## config.mk

```make
export PLATFORM = sky130hd
export DESIGN_NAME = abs_angle_arbiter
export DESIGN_NICKNAME = d
export VERILOG_FILES = /design/src/rtl/abs_angle_arbiter.sv
export SDC_FILE = /design/constraint.sdc
export NUM_CORES = 1
export LEC_CHECK = 0
export CAP_MARGIN = 40
export CORE_ASPECT_RATIO = 2
export CORE_MARGIN = 8
export CORE_UTILIZATION = 40
export CTS_BUF_LIST = sky130_fd_sc_hd__clkbuf_8 sky130_fd_sc_hd__clkbuf_16
export CTS_CLUSTER_DIAMETER = 200
export DETAILED_ROUTE_END_ITERATION = 8
export PLACE_DENSITY_LB_ADDON = 0.3
export SETUP_SLACK_MARGIN = 0.4
export SLEW_MARGIN = 15
export SYNTH_ARGS = -nofsm -noshare
export SYNTH_HDL_FRONTEND = slang
export SYNTH_SLANG_ARGS = --single-unit
```

## constraint.sdc

```tcl
create_clock -name clk -period 2.95 [get_ports clk]
set_input_delay 0.295 -clock clk [delete_from_list [all_inputs] [get_ports clk]]
set_output_delay 0.295 -clock clk [all_outputs]
set_load 0.02 [all_outputs]
```

## src/rtl/abs_angle_arbiter.sv

```systemverilog
// Two-channel front end sharing one cal_abs_angle engine: round-robin issue, a tag FIFO
// recording the issuing channel, and per-channel result demux.
module abs_angle_arbiter #(
    parameter int unsigned DW        = 8,
    parameter int unsigned ANG_W     = 16,
    parameter int unsigned TAG_DEPTH = 16,
    parameter int unsigned ENG_LAT   = 8
) (
    input  logic             clk,
    input  logic             rst,
    input  logic [DW-1:0]    ch0_real_i,
    input  logic [DW-1:0]    ch0_imag_i,
    input  logic             ch0_val_i,
    output logic             ch0_rdy_o,
    input  logic [DW-1:0]    ch1_real_i,
    input  logic [DW-1:0]    ch1_imag_i,
    input  logic             ch1_val_i,
    output logic             ch1_rdy_o,
    output logic [DW-1:0]    eng_real_o,
    output logic [DW-1:0]    eng_imag_o,
    output logic             eng_val_o,
    input  logic [DW-1:0]    eng_abs_i,
    input  logic [ANG_W-1:0] eng_angle_i,
    input  logic             eng_val_i,
    output logic [DW-1:0]    ch0_abs_o,
    output logic [ANG_W-1:0] ch0_angle_o,
    output logic             ch0_val_o,
    output logic [DW-1:0]    ch1_abs_o,
    output logic [ANG_W-1:0] ch1_angle_o,
    output logic             ch1_val_o,
    output logic             busy_o,
    output logic             err_o
);
    localparam int unsigned PtrW   = (TAG_DEPTH > 1) ? $clog2(TAG_DEPTH) : 1;
    localparam int unsigned CntW   = $clog2(TAG_DEPTH + 1);
    localparam int unsigned FlushW = $clog2(ENG_LAT + 2);
    localparam logic [FlushW-1:0] FlushLoad = FlushW'(ENG_LAT + 1);
    localparam logic [CntW-1:0]   CntFull   = CntW'(TAG_DEPTH);

    logic [FlushW-1:0]    flush_q, flush_d;
    logic [CntW-1:0]      count_q, count_d;
    logic [PtrW-1:0]      wr_ptr_q, rd_ptr_q;
    logic [TAG_DEPTH-1:0] tag_mem_q;
    logic                 last_grant_q;
    logic                 err_q;
    logic [DW-1:0]        eng_real_q, eng_imag_q;
    logic                 eng_val_q;
    logic [DW-1:0]        ch0_abs_q, ch1_abs_q;
    logic [ANG_W-1:0]     ch0_angle_q, ch1_angle_q;
    logic                 ch0_val_q, ch1_val_q;

    logic flush_active, full, can_issue;
    logic grant0, grant1, push, pop, pop_tag, res_valid, orphan;

    // Arbitration looks only at registered state, so a same-cycle pop never frees a slot.
    always_comb begin
        flush_active = (flush_q != '0);
        full         = (count_q == CntFull);
        can_issue    = !flush_active && !full;
        grant0       = can_issue && ch0_val_i && (!ch1_val_i || last_grant_q);
        grant1       = can_issue && ch1_val_i && (!ch0_val_i || !last_grant_q);
        push         = grant0 || grant1;
        // The engine has no reset, so anything it emits during the flush window is stale.
        res_valid    = eng_val_i && !flush_active;
        pop          = res_valid && (count_q != '0);
        orphan       = res_valid && (count_q == '0);
        pop_tag      = tag_mem_q[rd_ptr_q];
    end

    always_comb begin
        flush_d = flush_q;
        if (flush_active) begin
            flush_d = flush_q - 1'b1;
        end
        count_d = count_q;
        if (push && !pop) begin
            count_d = count_q + 1'b1;
        end else if (pop && !push) begin
            count_d = count_q - 1'b1;
        end
    end

    always_ff @(posedge clk) begin
        if (rst) begin
            flush_q      <= FlushLoad;
            count_q      <= '0;
            wr_ptr_q     <= '0;
            rd_ptr_q     <= '0;
            tag_mem_q    <= '0;
            last_grant_q <= 1'b1;
            err_q        <= 1'b0;
            eng_real_q   <= '0;
            eng_imag_q   <= '0;
            eng_val_q    <= 1'b0;
            ch0_abs_q    <= '0;
            ch0_angle_q  <= '0;
            ch0_val_q    <= 1'b0;
            ch1_abs_q    <= '0;
            ch1_angle_q  <= '0;
            ch1_val_q    <= 1'b0;
        end else begin
            flush_q   <= flush_d;
            count_q   <= count_d;
            eng_val_q <= push;
            if (push) begin
                eng_real_q          <= grant1 ? ch1_real_i : ch0_real_i;
                eng_imag_q          <= grant1 ? ch1_imag_i : ch0_imag_i;
                tag_mem_q[wr_ptr_q] <= grant1;
                wr_ptr_q            <= wr_ptr_q + 1'b1;
                last_grant_q        <= grant1;
            end
            ch0_val_q <= pop && !pop_tag;
            ch1_val_q <= pop && pop_tag;
            if (pop) begin
                rd_ptr_q <= rd_ptr_q + 1'b1;
                if (pop_tag) begin
                    ch1_abs_q   <= eng_abs_i;
                    ch1_angle_q <= eng_angle_i;
                end else begin
                    ch0_abs_q   <= eng_abs_i;
                    ch0_angle_q <= eng_angle_i;
                end
            end
            if (orphan) begin
                err_q <= 1'b1;
            end
        end
    end

    assign ch0_rdy_o   = grant0;
    assign ch1_rdy_o   = grant1;
    assign eng_real_o  = eng_real_q;
    assign eng_imag_o  = eng_imag_q;
    assign eng_val_o   = eng_val_q;
    assign ch0_abs_o   = ch0_abs_q;
    assign ch0_angle_o = ch0_angle_q;
    assign ch0_val_o   = ch0_val_q;
    assign ch1_abs_o   = ch1_abs_q;
    assign ch1_angle_o = ch1_angle_q;
    assign ch1_val_o   = ch1_val_q;
    assign busy_o      = flush_active || (count_q != '0);
    assign err_o       = err_q;

endmodule

```

Word level (Yosys, flattened, before mapping):

Index checks and enable logic that the tools add are counted.

* flip-flop bits (word level): 102
* input port bits: 61
* logic and storage cells: 66

* add/subtract/negate cells: 5
* $lt $le $gt $ge: 3
* eq/ne operators: 1
* mux-type cells: 9
* bitwise gates (word level): 1
* reductions and logical operators: 31

Operators by type and width (count)
* bitwise mux 16 bit: 1
* two-way mux 8 bit: 2
* logical AND 1 bit: 13
* < comparator 4 x 5 -> 1 bit (second input constant): 2
* two-way mux 5 bit: 2
* adder 4 x 1 -> 4 bit (second input constant): 2
* logical NOT 1 bit: 8
* adder 5 x 1 -> 5 bit (second input constant): 1
* == test 5 bit (second input constant): 1
* logical NOT 5 bit: 1
* nonzero test 5 bit: 1
* subtractor 5 x 1 -> 5 bit (second input constant): 1
* binary-select mux 1 bit (select 4 bit): 1
* demux 1 bit (select 4 bit): 1
* greater-or-equal comparator 4 x 1 -> 1 bit (second input constant): 1
* logical OR 1 bit: 4
* AND reduction 2 bit: 2
* nonzero test 4 bit: 1
* subtractor 4 x 1 -> 4 bit (second input constant): 1
* two-way mux 1 bit: 2
* nonzero test 2 bit: 1
* inverter 1 bit: 1

Depth between registers and ports, before layout:

Gate-level depths: netlist (run 1).

* word-level depth: 10
* mapped depth: 13
* gate-level depth less buffers: 12

Worst setup path before layout (run 1):

Ideal clock, no wire load.

* path type: reg2reg
* start point: reg flush_q[0]
* end point: reg count_q[4]
* arrival: 3.073 ns
* data required time: 2.879 ns
* path slack: -0.194 ns
* cell stages (with the launch flop): 14
* buffers on the path: 1
* clock period less this slack: 3.144 ns
* cells stage by stage: dfxtp_1 inv_1 ha_1 or3b_4 a211oi_4 clkbuf_1 ha_1 inv_1 fa_1 a21o_1 a21oi_1 xnor2_1 or3_1 a21oi_1

* word-level cells in the longest chain between the ends: 9

RTL lines
* start, declared: RTL line 40 `logic [FlushW-1:0] flush_q, flush_d;`
* start signal, assigned: RTL line 85 `flush_q <= FlushLoad;`
* start signal, assigned: RTL line 102 `flush_q <= flush_d;`
* nonzero test 4 bit (*): RTL line 57 `flush_active = (flush_q != '0);`
* logical NOT 1 bit (*): RTL line 59 `can_issue = !flush_active && !full;`
* logical AND 1 bit (*): RTL line 59
* logical AND 1 bit (on tied branches) (2 in a row): RTL line 60, 61
* logical OR 1 bit (*): RTL line 62 `push = grant0 || grant1;`
* named net push: RTL line 53 `logic grant0, grant1, push, pop, pop_tag, res_valid, orphan;`
* logical NOT 1 bit: RTL line 78 `end else if (pop && !push) begin`
* logical AND 1 bit: RTL line 78
* nonzero test 2 bit (no source line)
* end signal, assigned: RTL line 103 `count_q <= count_d;`
* end, declared: RTL line 41 `logic [CntW-1:0] count_q, count_d;`

The timed path passes the listed nets; every way through them passes the cells marked *.
A chain may end at the register's enable or synchronous reset.

Worst setup path in the final report (run 1):

* start point: reg flush_q[1]
* end point: reg count_q[4]

* word-level cells in the longest chain between the ends: 9

RTL lines (RTL line)
* nonzero test 4 bit (*): 57
* logical NOT 1 bit (*): 59, 64
* logical AND 1 bit: 59
* logical AND 1 bit (on tied branches) (2 in a row): 60, 61
* logical OR 1 bit: 62
* logical NOT 1 bit: 78
* logical AND 1 bit: 78
* nonzero test 2 bit (no source line)

Every way passes the cells marked *; elsewhere a longest branch is shown, timed or not.

==> metrics.yaml, run 1 <==
placeableCoreArea_um2: 11700
status: "finished clean"
synth.top_cells.by_area: "dfxtp_1 (43%), mux2i_1 (18%), or2b_2 (6.6%), nand2b_1 (4.8%), nor2_1 (4.0%)"
die_h_um: 170.7
cts_max_level: 3
synth_nets: 525
detail_route.vias_per_cell: 4.913
max-slew-margin-rel_pct: 65.11
criticalPathCategory: "reg -> reg"
holdPathStages: 2
layout_worst_path_cycle_share_pct: 90.37
ff2ff_setup_slack_ns: 0.28
rows: 56
timing.critical_path.mode_cell: "ha_4"
timing_hold_violations_final: 0
hold_wc_path_type: "in -> reg"
finalHoldWorstSlack_ns: 0.4215
finalSetupViolations: 0
routed_wire_length_per_instance_um: 15.44
irDropWorstVdd_uv: 306.0
design_area_um2: 6490
post_synth_num_cell_types: 41
worst_pin_slew_ns: 0.5233
num-fill-cells: 1033
post_synth_instance_area_um2: 4786
finalNonFillerCells: 722
grt_overflow_total: 0
synth-seq-cells: 102
internal_power_w: 0.002325
dr_total_vias: 3547
initial_core_util_pct: 40.90
rsz0062_at_grt: "true"
synth_seq_area_share_pct: 42.67
post-synth-top-area-cell: "dfxtp_1"
r2r.worst_path.cells: 12
timing.clock.skew_ns: 0.007965
worst_skew_pair.late_latency_ns: 0.34
dp.cells: 703
cpLargestDelayFamily: "simple AND/OR/NAND/NOR gates"
detail_route.first_pass.iterations: 6
critical_path.n_buffers_inverters: 2
cts_root_buf: "clkbuf_16"
first_global_vias: 3738
grt_max_degree: 69
grt_first_pass_wirelength_um: 18040
net_count_final: 645
detailedPlacementHpwl_um: 8215
async_reset_ff_share_pct: 0
path_cells: "inv_2 > ha_4 > or3b_4 > a211oi_4 > ha_4 > inv_4 > fa_2 > a21o_1 > a21oi_2 > xnor2_1 > or3_1 > a21oi_1"
synth_ff_type: "dfxtp_1"
final_weighted_congestion_of_routability_driven_global_placement: 0.7236
placement.cell_area_um2: 6158
cpMaxStageDelayCell: "or3b_4"
ys_warn_count: 0
power_leakage_nw: 2.561
tritoncts_num_sinks: 102
fin_setup_tns_ns: 0
routed_wl_um: 11150
width_of_the_die_um: 93.35
design.die.area_um2: 15930
drcViolationCount: 0
cp_slowest_stage_delay_ns: 0.41
pwr-share-clk_pct: 39.6
netlist_instances: 452
utilization_pct: 55.46
area.growth.synth_to_final_pct: 35.61
cp-end-kind: "flop"
share_comb_of_total_power_pct: 13.2
postSynthAreaPerCell_um2: 10.59
cts_inserted_buffers: 9
mostFrequentLayoutCell: "clkdlybuf4s50_1"
start_kind: "flop"
regToRegStartpoint: "flush_q[1]$_SDFFE_PP0P_"
p_per_area_nw_per_um2: 472.1
hold_start: "rst"
critical_path_peak_fanout: 4
antenna_violations_before_repair: 0
drt.antenna.violating_nets: 0
power_switching_share_pct: 24.11
top_library_cells_by_usage_in_the_layout_fill_and_taps_aside: "clkdlybuf4s50_1 (128), dfxtp_1 (101), mux2i_1 (85), nor2_1 (51), nand2b_1 (37)"
clockBufferDepth: 2
net-switching-power_w: 0.0007386
clock_tree_from_tritoncts: "yes"
count_of_flip_flops_with_a_built_in_enable_after_synthesis: 0
worst_r2r_endpoint: "count_q[4]$_SDFFE_PP0P_"
antenna_cells: 0
period_minus_slack_ns: 2.666
path_clk_slew_ns: 0.07
clock.fmax_mhz: 375.1
ioPinCount: 132
final_layout_size_suffix_gt1_share_pct: 14.21
worst-endpoint-arrival_ns: 2.93
groute.usage.overall_pct: 14.14
required_ns: 3.22
numPortBuffers: 131
drv_cap: 0
slew_violations: 0
dr_iter_0_viols: 90
yosys.area.top_type_share_pct: 42.67
hold_end: "tag_mem_q[4]$_SDFFE_PP0P_"
sequentialPowerShare_pct: 47.2
## per-layer routing
layer | up-vias | track usage, % | part of all wire [%]
li1 | 1789 | - | -
met1 | 1655 | 13.87 | 37
met2 | 91 | 26.77 | 55
met3 | 12 | 3.512 | 5.7
met4 | 0 | 6.003 | 2.1
met5 | - | 0 | 0
## repair_timing
action	4_1_cts	5_1_grt
setup endpoints to repair	2	2
pin swaps	3	0
hold endpoints to repair	0	0
gates resized for setup	1	1
hold buffers	0	0
setup buffers	3	0
## sequential cells by signal (all words and copies together) (netlist names), 4 cells and up
| name | cells |
|---|---|
| flush_q | 4 |
| eng_real_o | 8 |
| ch0_abs_o | 8 |
| eng_imag_o | 8 |
| ch1_angle_o | 16 |
| wr_ptr_q | 4 |
| ch1_abs_o | 8 |
| rd_ptr_q | 4 |
| tag_mem_q | 16 |
| ch0_angle_o | 16 |
| count_q | 5 |
## cell usage after synthesis (3+ instances only)
library cell,count
nand2_1,4
xor2_1,4
a21oi_1,8
clkbuf_1,17
xnor2_1,7
inv_1,7
mux4_1,4
nor2b_1,3
or3_1,3
mux2i_1,85
buf_12,4
ha_1,11
buf_6,5
dfxtp_1,102
nor2_1,51
nand3_1,13
or2b_2,36
nand2b_1,37
nor3_1,3
nand4_1,5
buf_2,4
a211oi_1,17
## worst max-delay path by stage
stage                                  startpoint                       to  slack [ns]  cells past startpoint
after floorplan           flush_q[1]$_SDFFE_PP0P_  count_q[4]$_SDFFE_PP0P_        0.06                     13
final                     flush_q[1]$_SDFFE_PP0P_  count_q[4]$_SDFFE_PP0P_        0.28                     12
after global placement    flush_q[0]$_SDFFE_PP1P_  count_q[4]$_SDFFE_PP0P_        0.25                     12
after CTS                 flush_q[1]$_SDFFE_PP0P_  count_q[4]$_SDFFE_PP0P_        0.29                     12
after global routing      flush_q[1]$_SDFFE_PP0P_  count_q[4]$_SDFFE_PP0P_        0.14                     12
after detailed placement  flush_q[0]$_SDFFE_PP1P_  count_q[4]$_SDFFE_PP0P_        0.16                     12
## logic make-up (layout without fill, tap and decap cells)
| family | count (synthesis) | in the layout | synth area share, % |
|---|---|---|---|
| AND/OR/NAND/NOR | 163 | 163 | 20.44 |
| flip-flops | 102 | 102 | 42.67 |
| multiplexers | 90 | 90 | 20.29 |
| buffers and inverters | 40 | 165 | 5.908 |
| AO/OA/AOI/OAI | 34 | 34 | 5.386 |
| adder cells (fa/ha/maj) | 12 | 12 | 3.294 |
| XOR/XNOR | 11 | 11 | 2.013 |
## stage by stage
step,setup WS [ns],power (W)
after CTS,0.2927,0.003109
after global placement,0.2478,0.001862
after global routing,0.1448,0.003208
after detailed placement,0.1621,0.001881
after floorplan,0.05937,0.001713
final,0.2841,0.003064
## layout make-up
cell class	instances	area (um^2)	area share [%]
clock buffers	10	239.0	3.682
clock inverters	6	70.07	1.080
inverters	7	28.78	0.4434
multi-input cells	310	2502	38.56
flip-flops and latches	102	2043	31.48
well taps	145	181.4	2.795
repair buffers	142	1425	21.96
## power groups by stage
stage               clock, W  sequential (W)  combinational, W
floorplan                  0         0.00149          0.000220
global placement           0         0.00147          0.000388
detailed placement         0         0.00148          0.000404
CTS                  0.00125         0.00144          0.000411
global route         0.00131         0.00145          0.000445
finish               0.00121         0.00144          0.000406
(Power assumes the default switching activity.)
==> run 2, diff against run 1 <==
--- a/config.mk
+++ b/config.mk
@@ -12,7 +12,8 @@
 export CTS_BUF_LIST = sky130_fd_sc_hd__clkbuf_8 sky130_fd_sc_hd__clkbuf_16
 export CTS_CLUSTER_DIAMETER = 200
 export DETAILED_ROUTE_END_ITERATION = 8
-export PLACE_DENSITY_LB_ADDON = 0.3
+export MAX_ROUTING_LAYER = met4
+export PLACE_DENSITY = 0.7
 export SETUP_SLACK_MARGIN = 0.4
 export SLEW_MARGIN = 15
 export SYNTH_ARGS = -nofsm -noshare
==> run 2 against run 1 <==
Register-to-register slack worse by 0.05 ns. Cell count up 0.28%. Worst hold slack gained 0.054 ns. Maximum frequency is 1.7% lower. Largest cell class unchanged. Clock power hardly changed. Largest power group unchanged. Non-clock buffer count rose by 1. Sequential power hardly changed. Sequential cell count unchanged.
==> metrics.yaml, run 2 (synthesis results as in run 1) <==
dr_iter_0_viols: 91
clockBufferDepth: 2
max-slew-margin-rel_pct: 43.80
antenna_violations_before_repair: 1
final_layout_size_suffix_gt1_share_pct: 14.19
cts_max_level: 3
top_library_cells_by_usage_in_the_layout_fill_and_taps_aside: "clkdlybuf4s50_1 (128), dfxtp_1 (101), mux2i_1 (85), nor2_1 (51), nand2b_1 (37)"
drv_cap: 0
detailedPlacementHpwl_um: 8614
hold_wc_path_type: "reg -> reg"
cts_root_buf: "clkbuf_16"
first_global_vias: 3601
initial_core_util_pct: 40.90
grt_util_met1_pct: 14.59
area.growth.synth_to_final_pct: 35.14
path_cells: "inv_2 > ha_4 > or3b_4 > a211oi_4 > ha_4 > inv_4 > fa_2 > a21o_1 > a21oi_2 > xnor2_1 > or3_1 > a21oi_1"
post-layout-total-power_w: 0.003079
numPortBuffers: 131
slew_violations: 0
cts_hold_buffers: 0
clock_tree_from_tritoncts: "yes"
routed_wire_length_per_instance_um: 15.76
clock.fmax_mhz: 368.7
gr-usage-met2_pct: 27.24
num-fill-cells: 1033
required_ns: 3.22
cpMaxStageDelayCell: "or3b_4"
cp-end-kind: "flop"
detail_route.vias_per_cell: 4.852
finalSetupViolations: 0
design.die.area_um2: 15930
cts_inserted_buffers: 9
width_of_the_die_um: 93.35
ioPinCount: 132
detail_route.first_pass.iterations: 4
drt.antenna.violating_nets: 0
worst_skew_pair.late_latency_ns: 0.34
final_weighted_congestion_of_routability_driven_global_placement: 0.7778
status: "finished clean"
routed_wl_um: 11410
timing.critical_path.mode_cell: "ha_4"
placeableCoreArea_um2: 11700
critical_path_peak_fanout: 4
cp_slowest_stage_delay_ns: 0.40
timing_hold_violations_final: 0
timing.clock.skew_ns: 0.01001
tritoncts_num_sinks: 102
grt_first_pass_wirelength_um: 18310
rsz0062_at_grt: "true"
die_h_um: 170.7
path_clk_slew_ns: 0.07
worst-endpoint-arrival_ns: 2.98
power_leakage_nw: 2.565
grt_overflow_total: 0
rows: 56
fin_setup_tns_ns: 0
placement.cell_area_um2: 6116
grt_busiest_layer: "met2"
period_minus_slack_ns: 2.712
p_per_area_nw_per_um2: 476.1
grt_max_degree: 103
worst_pin_slew_ns: 0.8430
groute.usage.overall_pct: 14.80
layout_worst_path_cycle_share_pct: 91.94
irDropWorstVdd_uv: 323.0
start_kind: "flop"
mostFrequentLayoutCell: "clkdlybuf4s50_1"
drcViolationCount: 0
finalNonFillerCells: 724
net_count_final: 646
dr_total_vias: 3513
finalHoldWorstSlack_ns: 0.4752
met3_usage_in_global_routing_pct: 2.722
criticalPathCategory: "reg -> reg"
design_area_um2: 6467
dp.cells: 702
[run 2: changes by cell type in the layout (fill, tap and decap cells not counted), sizes merged]
cell         previous run  this run
clkinvlp                1         0
diode                   0         1
dlygate4sd2             1         2
inv                    10        11
[run 2: cell type report]
type	instances	area [um^2]	share of cell area, %
flip-flops and latches	102	2043	31.59
repair buffers	143	1396	21.59
diodes	1	2.502	0.03869
well taps	145	181.4	2.805
inverters	7	28.78	0.4450
clock buffers	10	239.0	3.695
clock inverters	6	75.07	1.161
multi-input cells	310	2501	38.67
[run 2: metrics by stage]
stage / utilization, % / worst slack [ns]
floorplan: - / 0.05937
global placement: 52.27 / 0.2573
detailed placement: 52.27 / 0.1783
CTS: 54.93 / 0.2289
global route: 55.27 / 0.09324
finish: 55.27 / 0.2379
[run 2: worst max-delay path, delay by kind of cell (launching register included)]
| family | cells | cell delay [ns] |
|---|---|---|
| flops | 1 | 0.33 |
| compound gates | 4 | 0.73 |
| fa+ha+maj | 3 | 0.67 |
| buf+inv | 2 | 0.12 |
| xor+xnor | 1 | 0.09 |
| simple gates | 2 | 0.70 |
[run 2: repair_timing]
| item | CTS | global route |
|---|---|---|
| endpoints found under the hold margin | 0 | 0 |
| endpoints found under the setup margin | 3 | 1 |
| gates resized for setup | 2 | 0 |
| pin swaps | 2 | 4 |
| setup buffers | 0 | 5 |
[run 2: worst paths after layout]
path	start	end	slack [ns]	cells past startpoint
min reg2reg	ch0_angle_o[1]$_SDFFE_PP0P_	ch0_angle_o[1]$_SDFFE_PP0P_	0.48	2
max	flush_q[1]$_SDFFE_PP0P_	count_q[4]$_SDFFE_PP0P_	0.24	12
min	ch0_angle_o[1]$_SDFFE_PP0P_	ch0_angle_o[1]$_SDFFE_PP0P_	0.48	2
max reg2reg	flush_q[1]$_SDFFE_PP0P_	count_q[4]$_SDFFE_PP0P_	0.24	12
[run 2: routing by layer]
metal	routed length, um	up-vias
li1	-	1784
met1	4314	1628
met2	6284	87
met3	574	14
met4	234	0
met5	0	-
[run 2: report_power, final]
part | total [W] | internal [W] | switching [W] | leakage, nW
combinational | 0.000406 | 0.000223 | 0.000183 | 1.58
sequential | 0.00144 | 0.00141 | 0.0000316 | 0.823
clock | 0.00123 | 0.000698 | 0.000531 | 0.157
